$ cat src/rtl/gry_ptr_rcvr.sv
// ============================================================================
// gry_ptr_rcvr
// ----------------------------------------------------------------------------
// Consumer-side receiver for a gray-coded pointer generated in another clock
// domain. The incoming gray count is synchronised into clk, decoded to
// binary and checked so that each new sample differs from the previous one
// in at most one bit. A local read pointer is kept beside it, and the block
// reports the fill level, an empty flag and a one-cycle advance pulse.
//
// Parameters
//   WIDTH        pointer width in bits (>= 2)
//   SYNC_STAGES  synchroniser depth on gry_cnt_in (>= 2)
//
// Ports
//   clk          sole clock
//   rst_n        asynchronous active-low reset
//   gry_cnt_in   remote gray count, asynchronous to clk
//   rd_en        consume one entry (local read pointer +1)
//   valid        outputs are meaningful (state RUN)
//   bin_cnt      decoded binary remote count
//   rd_ptr       local read pointer (binary)
//   fill_lvl     bin_cnt - rd_ptr, modulo 2^WIDTH
//   empty        fill_lvl == 0
//   adv          one-cycle pulse: bin_cnt updated this cycle
//   gry_err      sticky: illegal gray transition detected
// ============================================================================
module gry_ptr_rcvr #(
    parameter int WIDTH       = 8,
    parameter int SYNC_STAGES = 2
) (
    input  logic             clk,
    input  logic             rst_n,
    input  logic [WIDTH-1:0] gry_cnt_in,
    input  logic             rd_en,
    output logic             valid,
    output logic [WIDTH-1:0] bin_cnt,
    output logic [WIDTH-1:0] rd_ptr,
    output logic [WIDTH-1:0] fill_lvl,
    output logic             empty,
    output logic             adv,
    output logic             gry_err
);

    // The INIT counter runs from 0 up to SYNC_STAGES, which takes
    // SYNC_STAGES+1 clocks after reset is released.
    localparam int              CNT_W     = $clog2(SYNC_STAGES + 1);
    localparam logic [CNT_W-1:0] INIT_LAST = CNT_W'(SYNC_STAGES);

    typedef enum logic [1:0] {
        ST_INIT = 2'd0,
        ST_RUN  = 2'd1,
        ST_ERR  = 2'd2
    } state_t;

    // ------------------------------------------------------------------
    // Registers and their next-state values
    // ------------------------------------------------------------------
    logic [WIDTH-1:0] sync_reg [SYNC_STAGES];
    logic [WIDTH-1:0] g_prev_reg,   g_prev_next;
    logic [WIDTH-1:0] bin_cnt_reg,  bin_cnt_next;
    logic [WIDTH-1:0] rd_ptr_reg,   rd_ptr_next;
    logic             adv_reg,      adv_next;
    logic             gry_err_reg,  gry_err_next;
    logic             valid_reg,    valid_next;
    logic [CNT_W-1:0] init_cnt_reg, init_cnt_next;
    state_t           state_reg,    state_next;

    // ------------------------------------------------------------------
    // Synchroniser chain. Only stage 0 samples the asynchronous input;
    // later stages give a metastable first stage time to resolve.
    // ------------------------------------------------------------------
    always_ff @(posedge clk or negedge rst_n) begin
        if (!rst_n) begin
            for (int i = 0; i < SYNC_STAGES; i++) begin
                sync_reg[i] <= '0;
            end
        end else begin
            sync_reg[0] <= gry_cnt_in;
            for (int i = 1; i < SYNC_STAGES; i++) begin
                sync_reg[i] <= sync_reg[i-1];
            end
        end
    end

    logic [WIDTH-1:0] g_s;
    assign g_s = sync_reg[SYNC_STAGES-1];

    // ------------------------------------------------------------------
    // Gray -> binary decode. Bit i of the binary value is the XOR of all
    // gray bits from the MSB down to i; writing it as a per-bit reduction
    // avoids a self-referencing vector.
    // ------------------------------------------------------------------
    logic [WIDTH-1:0] dec_bin;

    genvar gi;
    generate
        for (gi = 0; gi < WIDTH; gi++) begin : g_decode
            assign dec_bin[gi] = ^g_s[WIDTH-1:gi];
        end
    endgenerate

    // ------------------------------------------------------------------
    // Transition classification between consecutive synchronised samples.
    // A non-zero vector with exactly one bit set satisfies d & (d-1) == 0.
    // ------------------------------------------------------------------
    logic [WIDTH-1:0] diff;
    logic             diff_none;
    logic             diff_one;
    logic             diff_multi;

    assign diff       = g_s ^ g_prev_reg;
    assign diff_none  = (diff == '0);
    assign diff_one   = !diff_none && ((diff & (diff - WIDTH'(1))) == '0);
    assign diff_multi = !diff_none && !diff_one;

    // ------------------------------------------------------------------
    // Read-side status, combinational from the registered pointers.
    // Unsigned subtraction wraps naturally modulo 2^WIDTH.
    // ------------------------------------------------------------------
    logic [WIDTH-1:0] fill_int;
    logic             empty_int;

    assign fill_int  = bin_cnt_reg - rd_ptr_reg;
    assign empty_int = (fill_int == '0);

    // ------------------------------------------------------------------
    // Next-state / datapath logic
    // ------------------------------------------------------------------
    always_comb begin
        state_next    = state_reg;
        init_cnt_next = init_cnt_reg;
        g_prev_next   = g_prev_reg;
        bin_cnt_next  = bin_cnt_reg;
        rd_ptr_next   = rd_ptr_reg;
        gry_err_next  = gry_err_reg;
        adv_next      = 1'b0;

        case (state_reg)
            ST_INIT: begin
                // Follow whatever the synchroniser delivers without checking:
                // the chain still holds its reset value or a partly loaded
                // sample, so any jump here is an artefact of start-up.
                g_prev_next  = g_s;
                bin_cnt_next = dec_bin;
                if (init_cnt_reg == INIT_LAST) begin
                    state_next = ST_RUN;
                end else begin
                    init_cnt_next = init_cnt_reg + CNT_W'(1);
                end
            end

            ST_RUN: begin
                g_prev_next = g_s;
                if (diff_multi) begin
                    // bin_cnt keeps its last good value.
                    gry_err_next = 1'b1;
                    state_next   = ST_ERR;
                end else if (diff_one) begin
                    bin_cnt_next = dec_bin;
                    adv_next     = 1'b1;
                end
                // Reads are judged against the current (pre-edge) fill
                // level, so a read and an advance in the same cycle both
                // take effect and fill_lvl stays where it was.
                if (rd_en && !empty_int) begin
                    rd_ptr_next = rd_ptr_reg + WIDTH'(1);
                end
            end

            ST_ERR: begin
                // Everything frozen; only rst_n leaves this state.
            end

            default: begin
                state_next = ST_INIT;
            end
        endcase

        valid_next = (state_next == ST_RUN);
    end

    // ------------------------------------------------------------------
    // State and datapath registers
    // ------------------------------------------------------------------
    always_ff @(posedge clk or negedge rst_n) begin
        if (!rst_n) begin
            state_reg    <= ST_INIT;
            init_cnt_reg <= '0;
            g_prev_reg   <= '0;
            bin_cnt_reg  <= '0;
            rd_ptr_reg   <= '0;
            adv_reg      <= 1'b0;
            gry_err_reg  <= 1'b0;
            valid_reg    <= 1'b0;
        end else begin
            state_reg    <= state_next;
            init_cnt_reg <= init_cnt_next;
            g_prev_reg   <= g_prev_next;
            bin_cnt_reg  <= bin_cnt_next;
            rd_ptr_reg   <= rd_ptr_next;
            adv_reg      <= adv_next;
            gry_err_reg  <= gry_err_next;
            valid_reg    <= valid_next;
        end
    end

    // ------------------------------------------------------------------
    // Outputs
    // ------------------------------------------------------------------
    assign valid    = valid_reg;
    assign bin_cnt  = bin_cnt_reg;
    assign rd_ptr   = rd_ptr_reg;
    assign fill_lvl = fill_int;
    assign empty    = empty_int;
    assign adv      = adv_reg;
    assign gry_err  = gry_err_reg;

endmodule

$ cat config.mk
export PLATFORM = sky130hd
export DESIGN_NAME = gry_ptr_rcvr
export DESIGN_NICKNAME = d
export VERILOG_FILES = /design/src/rtl/gry_ptr_rcvr.sv
export SDC_FILE = /design/constraint.sdc
export NUM_CORES = 1
export LEC_CHECK = 0
export CAP_MARGIN = 20
export CORE_ASPECT_RATIO = 0.7
export CORE_MARGIN = 2
export CORE_UTILIZATION = 52
export DETAILED_ROUTE_END_ITERATION = 12
export PLACE_DENSITY = 0.79
export SETUP_SLACK_MARGIN = 0.05
export SLEW_MARGIN = 20
export SYNTH_ARGS = -nofsm -noshare
export SYNTH_HDL_FRONTEND = slang
export SYNTH_SLANG_ARGS = --single-unit
$ cat constraint.sdc
create_clock -name clk -period 3.59 [get_ports clk]
set_clock_uncertainty 0.05 [all_clocks]
set_input_delay 0.5385 -clock clk [delete_from_list [all_inputs] [get_ports clk]]
set_output_delay 0.5385 -clock clk [all_outputs]
set_load 0.005 [all_outputs]
Word-level counts from Yosys, hierarchy flattened
Index checks and enable logic that the tools add are counted.

Memories kept: 0. Input port bits: 11. Word-level logic and storage cells: 55. Bits in latches: 0. Register bits: 47. ROM bits: 0. RAM bits: 0. Output and inout port bits: 28.

Add/sub/neg operators: 4. Eq/ne operators: 6. Reduce and logical (&&, ||, !) cells: 23. Order comparisons: 0. Muxes and demuxes: 9. Multipliers: 0. Divide/modulo/power cells: 0. Shifts and indexed selects: 0. Bitwise operators: 3.

Operator list (number): zero test 8 bit (3); two-way mux 8 bit (2); case mux 8 bit (2 select lines) (1); adder 8 x 1 -> 8 bit, second input constant (1); AND 8 bit (1); XOR reduction 8 bit (1); subtractor 8 x 1 -> 8 bit, second input constant (1); subtractor 8 bit (1); XOR 8 bit (1); XOR reduction 7 bit (1); case mux 2 bit (3 select lines) (1); AND reduction 2 bit (3); XOR reduction 6 bit (1); XOR reduction 5 bit (1); == test 2 x 1 -> 1 bit, second input constant (2); == test 2 bit, second input constant (2); two-way mux 2 bit (2); != test 2 bit, second input constant (2); XOR reduction 4 bit (1); logical AND 1 bit (3); zero test 1 bit (3); two-way mux 1 bit (3); AND reduction 3 bit (1); XOR reduction 3 bit (1); other kinds (6) (6).

Longest topological paths before layout
Depth after elaboration: 10. Gate-level depth with buffers: 10. Mapped depth without buffers: 10.

Least setup slack after synthesis
OpenSTA, ideal clock, no wires.

Path kind: reg-to-reg. From: register rd_ptr_reg[0] (netlist: rd_ptr[0]). To: register rd_ptr_reg[1] (netlist: rd_ptr[1]). Required time: 3415 ps. Path buffers: 0. Cell stages (with the launch flop): 9. Data arrival time: 2575 ps. Clock period less this slack: 2750 ps. Slack: 840 ps. Setup time: 125 ps. Cells stage by stage: dfrtp_1 -> ha_1 -> fa_1 -> and2b_1 -> o21ai_2 -> xnor2_1 -> a2111o_1 -> o311ai_4 -> mux2_4.

Word-level cells in the longest chain between the ends: 5. Elaborated cells between the ends (all ways): 6. Those cells by class: add/sub: 2; reduce/logical: 4.

RTL lines: start: declaration (RTL line 61) `logic [WIDTH-1:0] rd_ptr_reg, rd_ptr_next;`; start signal: assignment (RTL line 200) `rd_ptr_reg <= rd_ptr_next;`; subtractor 8 bit (RTL line 123) `assign fill_int = bin_cnt_reg - rd_ptr_reg;`; net fill_lvl[4] (RTL line 38) `output logic [WIDTH-1:0] fill_lvl,`; zero test 8 bit (RTL line 124) `assign empty_int = (fill_int == '0);`; zero test 1 bit (RTL line 165) `if (rd_en && !empty_int) begin`; logical AND 1 bit (RTL line 165); AND reduction 2 bit (no source line).

The timed path passes the listed nets, and every way through them passes these cells. A chain may end at the register's enable or synchronous reset.

Worst setup path after layout
From: register bin_cnt_reg[0] (netlist: bin_cnt[0]). To: output port fill_lvl[6].

Word-level cells in the longest chain between the ends: 1.

RTL lines: start: declaration (RTL line 60) `logic [WIDTH-1:0] bin_cnt_reg, bin_cnt_next;`; start signal: assignment (RTL line 199) `bin_cnt_reg <= bin_cnt_next;`; subtractor 8 bit (RTL line 123); end: declaration (RTL line 38).

No other way between the ends.

==> out/metrics.yaml <==
timing:
  finalSetupViolCount: 0
  min_period_ps: 3340
  tns_ps: 0
  clock.fmax_ghz: 0.300
  period_share_pct: 93.0
  worstMarginPinSlew_ps: 600
  final_hold_viol_count: 0
  grt_setup_unrepaired: "false"
  final_max_slew_viol_count: 0
  relSlewSlack_pct: 60.0
die:
  dieArea_um2: 4800
  row_count: 19
  core_um2: 3990
  die_w_um: 81.9
  die_y_um: 58.5
  start_util_pct: 55.3
  ios: 39
setup_path:
  cp_slowest_cell: "clkdlybuf4s50_1"
  critPathMaxStageDelay_ps: 550
  critPathLaunchType: "flip-flop"
  cp_top_family: "adder cells"
  r2r_cells: 9
  r2r_start: "bin_cnt[0]"
  arrival_ps: 2750
  startpoint: "bin_cnt[0]"
  cp-end-kind: "primary output"
  critPathMaxFanout: 3
  required_ps: 3000
  crit_chain: "inv_1 -> ha_1 -> fa_1 -> and2b_1 -> o211ai_1 -> a21oi_1 -> xor2_2 -> clkdlybuf4s50_1"
  critPathKind: "reg2out"
  cp.depth: 8
  path_buf_inv: 2
synth:
  synth_area_um2: 2210
  yosysSeqAreaShare_pct: 53.2
  synth_top_cell_by_area: "dfrtp_1"
  synth_cell_types: 36
  avgSynthCellArea_um2: 12.2
  syn_nets: 202
  syn_inst: 181
  synth_top_area_share_pct: 53.2
  ys_ff_latch: 47
  synth_area_leaders: "dfrtp_1, xnor2_1, mux2_2"
  yosys_warnings: 0
placed_design:
  placedCellCount: 270
  io_buffers: 38
  detailed_place_hpwl_mm: 3.15
  routabilityCongestion: 0.882
hold_path:
  holdCritPathClass: "in2async"
drt:
  first_pass_iters: 5
  ant_nets: 0
  totalWireLength_mm: 4.07
  via_per_inst: 5.36
  dr.first_iter.drc_count: 60
  num_vias: 1489
  drc_errors: 0
  wl_per_cell_um: 14.7
run:
  cap_violations: 0
cells_and_area:
  final_cell_mix: "dfrtp_1, clkdlybuf4s50_1, xnor2_1"
  multi_input_area_um2: 988
  register_area_um2: 1180
  antenna_cells: 0
  fillers: 284
  drive_gt1_share_pct: 13.7
  final_nets: 247
  area_growth_syn_to_layout_pct: 25.1
  fin_cells: 278
  final_common_cell: "dfrtp_1"
global_route:
  grt_pass1_wl_mm: 7.07
  grt_overflow: 0
  grt_pass1_vias: 1530
  track_usage_pct: 19.8
  antenna_found_initial: 0
  grt_max_degree: 48
cts:
  cts_tree: "done"
  numCtsBuffers: 5
  cts_buffer_depth: 2
  postCtsHoldBufs: 0
  cts_root_buf: "clkbuf_8"
  clock_sinks: 47
  clkTransAtPathRegs_ps: 80
  insertion_delay_ps: 300
  h-tree-depth: 2
outcome:
  status: "completed"
pwr:
  vdd_drop_max_mv: 0.641
  power_density_nw_per_um2: 1030
  leakage_uw: 0.00119
==> cell type report <==
| cell class | instances | area share (%) |
|---|---|---|
| clock inverter | 1 | 1.09 |
| timing repair buffer | 39 | 13.9 |
| tap | 52 | 2.35 |
| clock buffer | 6 | 2.62 |
| sequential | 47 | 42.5 |
| multi-input combinational | 120 | 35.7 |
| inverter | 13 | 1.76 |
==> Yosys cell counts <==
master,n
a2111o_1,1
a211o_1,1
a211oi_1,2
a21oi_1,6
a21oi_4,1
a311oi_1,1
and2_2,1
and2b_1,1
clkbuf_1,1
dfrtp_1,47
fa_1,1
ha_1,9
inv_1,13
mux2_2,14
mux2_4,1
mux2i_1,3
nand2_1,9
nand2b_1,4
nand3_1,2
nor2_1,9
nor2_2,1
nor2b_1,1
nor3_1,3
nor4_1,3
o211ai_1,1
o21ai_0,5
o21ai_2,1
o21bai_1,1
o22ai_1,1
o311ai_4,1
or2_1,1
or2_2,1
or3_1,3
xnor2_1,21
xnor2_2,1
xor2_1,9
==> per-layer routing <==
metal / vias to the layer above / part of all wire [%] / global-route usage [%]
met5: - / 0 / 0
li1: 702 / - / -
met2: 56 / 47 / 31.7
met3: 10 / 5.4 / 4.60
met1: 721 / 46 / 26.6
met4: 0 / 1.7 / 7.86
==> worst paths after layout <==
| path | to | slack [ps] |
|---|---|---|
| max reg2reg | rd_ptr[1] | 670 |
| min | sync_reg[11] | 180 |
| max in group asynchronous | rd_ptr[6] | 2930 |
| min reg2reg | g_s[6] | 300 |
| min in group clk | g_s[6] | 300 |
| max | fill_lvl[6] | 250 |
==> through the flow <==
step	hold WS (ps)	utilization [%]	cell area (µm²)	worst slack (ps)	power [µW]
2_1_floorplan	193	-	2210	840	1750
3_3_place_gp	282	66.3	2650	417	2400
3_5_place_dp	285	66.3	2650	314	2460
4_1_cts	301	69.0	2760	167	2850
5_1_grt	223	69.2	2770	110	3060
6_report	183	69.2	2770	251	2840
==> where the power goes <==
part           internal (µW)  switching (µW)  leakage, µW
clock network            204             167    0.0000513
logic                    910             704     0.000590
registers                689             165     0.000544
==> logic make-up (layout without fill, tap and decap cells) <==
group	Yosys count	count (layout)	share of synthesized area (%)
compound gates	22	22	7.76
simple gates	39	39	8.83
flops	47	47	53.2
fa+ha+maj	10	10	6.00
xor+xnor	31	31	12.6
mux	18	18	9.17
buf+inv	14	59	2.38
==> what timing repair did <==
action / 4_1_cts / 5_1_grt
gates resized for setup: 1 / 1
setup endpoints to repair: 1 / 1
setup buffers: 1 / 0
gates cloned: 0 / 0
(Power assumes the default switching activity.)
